<file path="config.mk">
export PLATFORM = sky130hd
export DESIGN_NAME = branch_predictor
export DESIGN_NICKNAME = d
export VERILOG_FILES = /design/src/rtl/branch_predictor.sv
export SDC_FILE = /design/constraint.sdc
export NUM_CORES = 1
export LEC_CHECK = 0
export ABC_CLOCK_PERIOD_IN_PS = 7010
export CAP_MARGIN = 20
export CORE_MARGIN = 1
export CORE_UTILIZATION = 35
export CTS_CLUSTER_DIAMETER = 40
export DETAILED_ROUTE_END_ITERATION = 6
export PLACE_DENSITY = 0.56
export SETUP_SLACK_MARGIN = 0.4
export SLEW_MARGIN = 25
export SYNTH_ARGS = -nofsm -noshare
export SYNTH_HDL_FRONTEND = slang
export SYNTH_SLANG_ARGS = --single-unit
export TNS_END_PERCENT = 100
</file>
<file path="constraint.sdc">
create_clock -name clk -period 7.01 [get_ports clk]
set_input_delay 2.103 -clock clk [delete_from_list [all_inputs] [get_ports clk]]
set_output_delay 2.103 -clock clk [all_outputs]
set_load 0.02 [all_outputs]
</file>
<file path="src/rtl/branch_predictor.sv">
// Fetch-side branch predictor: direct-mapped BTB with 2-bit counters, combinational lookup, trained by execute.
// Optional BP_STATS_EN adds saturating branch/mispredict counters.
module branch_predictor #(
  parameter int unsigned INDEX_W = 3
) (
  input  logic        clk,
  input  logic        rst,
  input  logic [15:0] pc,
  output logic [15:0] pred_pc,
  output logic        pred_taken,
  output logic        pred_hit,
  input  logic        upd_valid,
  input  logic [15:0] upd_pc,
  input  logic        upd_taken,
  input  logic [15:0] upd_target
`ifdef BP_STATS_EN
  ,
  output logic [15:0] stat_branches,
  output logic [15:0] stat_mispred
`endif
);

  localparam int unsigned TAG_W   = 16 - INDEX_W;
  localparam int unsigned ENTRIES = 2 ** INDEX_W;

  typedef struct packed {
    logic             valid;
    logic [TAG_W-1:0] tag;
    logic [15:0]      target;
    logic [1:0]       cnt;
  } entry_t;

  localparam entry_t RESET_ENTRY = '{valid: 1'b0, tag: '0, target: 16'h0000, cnt: 2'b01};

  entry_t table_q [ENTRIES];

  // Fetch-side lookup: sees pre-edge table contents
  logic [INDEX_W-1:0] lk_idx;
  entry_t             lk_entry;

  always_comb begin
    lk_idx     = pc[INDEX_W-1:0];
    lk_entry   = table_q[lk_idx];
    pred_hit   = lk_entry.valid && (lk_entry.tag == pc[15:INDEX_W]);
    pred_taken = pred_hit && lk_entry.cnt[1];
    pred_pc    = pred_taken ? lk_entry.target : pc + 16'd1;
  end

  // Training: compute the replacement entry and whether it is written
  logic [INDEX_W-1:0] u_idx;
  entry_t             u_entry;
  logic               u_hit;
  entry_t             u_next;
  logic               u_we;

  always_comb begin
    u_idx   = upd_pc[INDEX_W-1:0];
    u_entry = table_q[u_idx];
    u_hit   = u_entry.valid && (u_entry.tag == upd_pc[15:INDEX_W]);
    u_next  = u_entry;
    u_we    = 1'b0;
    if (upd_valid) begin
      if (u_hit) begin
        u_we = 1'b1;
        if (upd_taken) begin
          u_next.cnt    = (u_entry.cnt == 2'b11) ? 2'b11 : u_entry.cnt + 2'd1;
          u_next.target = upd_target;
        end else begin
          u_next.cnt = (u_entry.cnt == 2'b00) ? 2'b00 : u_entry.cnt - 2'd1;
        end
      end else if (upd_taken) begin
        u_we          = 1'b1;
        u_next.valid  = 1'b1;
        u_next.tag    = upd_pc[15:INDEX_W];
        u_next.target = upd_target;
        u_next.cnt    = 2'b10;
      end
    end
  end

  always_ff @(posedge clk or negedge rst) begin
    if (!rst) begin
      for (int unsigned i = 0; i < ENTRIES; i++) begin
        table_q[INDEX_W'(i)] <= RESET_ENTRY;
      end
    end else if (u_we) begin
      table_q[u_idx] <= u_next;
    end
  end

`ifdef BP_STATS_EN
  // Mispredict judged against the pre-edge prediction for upd_pc
  logic u_pred_taken;
  logic u_mispred;

  always_comb begin
    u_pred_taken = u_hit && u_entry.cnt[1];
    u_mispred    = (u_pred_taken != upd_taken) ||
                   (u_pred_taken && upd_taken && (u_entry.target != upd_target));
  end

  always_ff @(posedge clk or negedge rst) begin
    if (!rst) begin
      stat_branches <= 16'h0000;
      stat_mispred  <= 16'h0000;
    end else if (upd_valid) begin
      if (stat_branches != 16'hFFFF) stat_branches <= stat_branches + 16'd1;
      if (u_mispred && (stat_mispred != 16'hFFFF)) stat_mispred <= stat_mispred + 16'd1;
    end
  end
`endif

endmodule

</file>
Word level (Yosys, flattened, before mapping)
Cells that the tools add are included.
Widths: inputs -> output; s select.
{"block": "totals", "out_inout_bits": 18, "n_memories": 0, "input_bits": 52, "wordCells": 69, "latchBits": 0, "ram_bits": 0, "register_bits": 256, "mem_bits_ro": 0}
{"block": "op_classes", "n_mux": 21, "magnitude_cmp": 3, "n_reduce_logical": 5, "shifts": 0, "mul": 0, "div_mod_pow": 0, "add_sub_neg": 3, "bitwise_logic": 2, "n_eq_ne": 3}
{"operator": "$bwmux 256", "count": 1}
{"operator": "$mux 32", "count": 7}
{"operator": "$bmux 32 s3", "count": 2}
{"operator": "$demux 32 s3", "count": 1}
{"operator": "$mux 16", "count": 2}
{"operator": "$eq 13x13->1", "count": 2}
{"operator": "$mux 18", "count": 1}
{"operator": "$add 16x1->16 const B", "count": 1}
{"operator": "$mux 14", "count": 1}
{"operator": "$ge 4x4->1 const B", "count": 2}
{"operator": "$not 3->4", "count": 2}
{"operator": "$mux 2", "count": 3}
{"operator": "$logic_and 1x1->1", "count": 4}
{"operator": "$lt 4x1->1 const B", "count": 1}
{"operator": "$mux 1", "count": 3}
{"operator": "$add 2x1->2 const B", "count": 1}
{"operator": "$eq 2x2->1 const B", "count": 1}
{"operator": "$logic_not 2->1", "count": 1}
{"operator": "$sub 2x1->2 const B", "count": 1}

Longest topological paths before layout
{"block": "depth", "depth_word": 10, "depth_mapped": 15, "ltp_nobuf": 7}

Worst setup path after synthesis
No wires, ideal clock.
{"block": "synth_timing", "kind": "input to output", "from": "input port pc[1]", "to": "output port pred_pc[10]", "path_buffers": 4, "arrival_time_ps": 5188, "path_stages": 10, "t_required_ps": 4907, "path_slack_ps": -281, "path_cell_list": "clkbuf_1 buf_2 clkbuf_1 mux4_2 mux2i_1 xor2_1 nand4_1 nor4_2 buf_2 mux2i_1"}
{"block": "synth_via", "elab_chain_len": 8, "elab_cells_between_ends": 9, "cone_classes": "add/sub (1); eq/ne (1); mux (4); bitwise (1); reduce/logical (2)"}
{"element": "start: declaration", "line": "8", "rtl": "input logic [15:0] pc,"}
{"element": "$not 3->4 (implied by the code)", "line": "43", "rtl": "lk_entry = table_q[lk_idx];"}
{"element": "$bmux 32 s3", "line": "43"}
{"element": "$mux 32 (implied by the code) (2 in a row)", "line": "43"}
{"element": "$eq 13x13->1", "line": "44", "rtl": "pred_hit = lk_entry.valid && (lk_entry.tag == pc[15:INDEX_W]);"}
{"element": "$logic_and 1x1->1", "line": "44"}
{"element": "$logic_and 1x1->1", "line": "45", "rtl": "pred_taken = pred_hit && lk_entry.cnt[1];"}
{"element": "$mux 16 *", "line": "46", "rtl": "pred_pc = pred_taken ? lk_entry.target : pc + 16'd1;"}
{"element": "end: declaration", "line": "9", "rtl": "output logic [15:0] pred_pc,"}
Mark *: on every way between the ends. The rest lies on a longest branch, timed or not. The select of a mux whose other input is x is not followed.

Final worst setup path
{"block": "layout_timing", "from": "input port pc[0]", "to": "output port pred_pc[1]"}
The elaborated chain is that of the path after synthesis.

==> results.ini <==
[logic_synthesis]
yosysWarnings=0
synth_adder_area_share=0.00204
synth_seq_cells=256
synth_simple_gate_area_frac=0.117
avgSynthCellArea_um2=11.1
synth_area_um2=15900
syn_inst=1440
synth_flop_cell=dfrtp_1
synth_compound_area_frac=0.134
synth.distinct_cells=63
synth_edf_count=0
syn_nets=1493
synth_xor_area_frac=0.0138
seq_area_frac_synth=0.403
synth_top_family_by_area=multiplexers
async_flop_share=1.00
synthMuxAreaShare=0.291

[detailed_routing]
drt-wirelength-per-cell_um=27.5
first_pass_iters=6
antenna_left=0
drc=0
drtIter0Drc=1541
wl_um=59700
vias=13500
viasPerCell=6.23

[power]
swShare=0.305
sequentialPowerShare=0.374
clkPwrFrac=0.368
powerDensity_nw_per_um2=298
p_int_mw=4.09
leakagePower_nw=7.83
power_frac_comb=0.258
max-vdd-ir-drop_v=0.000153
switching_power_mw=1.79

[floorplan]
die_area_um2=46300
io_pins=70
fp.dieW_um=215
die_h_um=215
core.rowCount=77
core_area_um2=44500
initial_core_util=0.358

[final_layout]
fin_nets=1598
largest_reg_flops=256
final_cell_area_um2=19800
num-fill-cells=4153
drive_above_1_share=0.362
reg.largest.list=table_q x256
regMostFlops=table_q
area_growth_pct=24.0

[global_routing]
met3_usage=0.0477
busiest_layer=met2
grt_pass1_vias=13500
antenna_found_initial=2
overflow=0
grt_pass1_wl_um=89900
use_met2=0.394
grt_use_total=0.257
grt_max_degree=119
use_met1=0.360

[timing]
setup_viol_count_final=0
fin_ws_ps=283
slew_violations=0
period_needed_ps=6730
finClkSkew_ps=16.5
slew_headroom=0.294
hold_viol=0
worst_slew_pin_slew_ps=1050
clock.fmax_mhz=149
grt_setup_unrepaired=yes
post-route-period-util=0.960

[critical_path]
cp-start-kind=primary input
critPathMostFrequentCell=buf_6
rrSetupSlack_ps=3380
crit_arrival_ps=4620
cp_max_fo=13
slowest_delay_ps=580
crit_type=primary input to primary output
end_kind=primary output
slowest_stage=mux4_2
worstPathBufferInverterCount=5
worstPathRequired_ps=4910
cp_top_family=multiplexers
crit_chain=buf_16, mux4_2, mux2i_2, xor2_1, nand4_1, buf_4, nor4_4, buf_6, buf_12, mux2_4, buf_6

[place]
io_buffer_count=69
dpl-instance-area_um2=18000
dpl.hpwl_um=37100
routabilityCongestion=0.916
pre_cts_slack_ps=-479

[min_path]
min_path_type=register to register

[cts]
path_clk_slew_ps=50
htree_levels=2
hold_buffers=0
cts_buffer_depth=3
cts_root_buffer=clkbuf_16
clock_latency_ps=550
cts_sinks=256
cts_tree=done
numCtsBuffers=42

[status]
status=complete, no violations

[flow_run]
maxCapViolations=0

layer usage:
layer	vias to the layer above	routed length [µm]
li1	5691	-
met1	6948	25500
met2	708	26700
met3	165	5130
met4	2	2280
met5	-	13
power by group through the flow:
stage / Combinational (mW) / Clock, mW / Sequential (mW)
floorplan: 1.06 / 0 / 2.08
global placement: 1.44 / 0 / 2.20
detailed placement: 1.47 / 0 / 2.21
CTS: 1.50 / 2.19 / 2.19
global route: 1.62 / 2.25 / 2.25
finish: 1.52 / 2.16 / 2.20
cells by family (layout without fill, tap and decap cells):
group,after synthesis,in the layout
adders and majority gates,3,3
DFF,256,256
muxes,337,337
xor gates and xnor gates,25,25
AOI/OAI and AO/OA,266,266
buffers and inverters,143,279
and+or+nand+nor,410,410
other,0,1
timing repair:
item                                    in CTS  in global routing
resized for setup                          128                 10
cloned                                       3                  0
pin swaps                                    8                  0
buffers inserted                             5                  0
endpoints found under the setup margin      18                 18
layout by cell type, fill, tap and decap left out, types with 6 or more instances in the layout:
cell,count
a31oi_1,6
nand2b_1,17
dfrtp_1,248
o21ai_0,57
buf_12,18
a221o_1,41
mux2i_1,77
a22o_1,23
a21oi_1,23
buf_6,18
a2bb2oi_1,8
xor2_1,14
clkdlybuf4s50_1,44
and3_1,6
nor3_1,40
mux4_2,84
or2_2,7
clkbuf_16,43
a22oi_1,21
buf_4,109
mux2i_4,10
nand3_1,11
nand2_1,128
clkinv_2,6
mux2_2,160
nor2_1,143
a221oi_1,9
dfstp_2,8
nor4_1,18
xnor2_1,8
o221a_2,45
inv_6,8
synthesized netlist by cell type (18+ instances only):
cell type / n / area [µm²]
nor4_1: 18 / 113
a22o_1: 23 / 201
mux4_2: 84 / 1890
mux2i_1: 91 / 911
buf_1: 25 / 93.8
mux2_2: 161 / 1810
o221a_2: 45 / 507
nor2_1: 145 / 544
clkbuf_1: 57 / 214
a22oi_1: 25 / 188
a221o_1: 41 / 410
a21oi_1: 23 / 115
nor3_1: 41 / 205
buf_2: 48 / 240
o21ai_0: 57 / 285
nand2_1: 128 / 480
dfrtp_1: 248 / 6210
worst register-to-register path, stage by stage, from the launching register on:
cell and delay, ps:
dfrtp_1 390, mux4_2 480, or2_1 250, and3b_1 180
or4b_1 600, or3_2 540, or2_2 310, buf_4 320
a221o_1 430
worst paths after layout:
path,endpoint,cells after the start,startpoint
worst min register to register,table_q[95],1,table_q[95]
worst max-delay path,pred_pc[1],11,pc[0]
worst max register to register,table_q[187],8,table_q[62]
worst min-delay path,table_q[95],1,table_q[95]
min in group asynchronous,table_q[245],1,rst
max in group asynchronous,table_q[214],3,rst
final cells by class:
class | instances | area (µm²) | area share
Timing Repair Buffer | 199 | 2000 | 0.101
Clock inverter | 25 | 300 | 0.0152
Multi-Input combinational cell | 1041 | 9110 | 0.461
Antenna cell | 1 | 2.50 | 0.000127
Sequential cell | 256 | 6420 | 0.325
Tap cell | 592 | 741 | 0.0375
Clock buffer | 50 | 1150 | 0.0583
Inverter | 5 | 20.0 | 0.00101
stage by stage:
stage / power (mW) / TNS [ps] / cells / hold WS, ps / utilization
2_1_floorplan: 3.15 / 0 / 1440 / 446 / -
3_3_place_gp: 3.65 / -6980 / 2084 / 484 / 0.404
3_5_place_dp: 3.68 / -7510 / 2084 / 491 / 0.404
4_1_cts: 5.89 / 0 / 2167 / 506 / 0.443
5_1_grt: 6.12 / 0 / 2168 / 540 / 0.444
6_report: 5.88 / 0 / 2169 / 507 / 0.444
No activity file was read; power rests on OpenSTA's default activity.
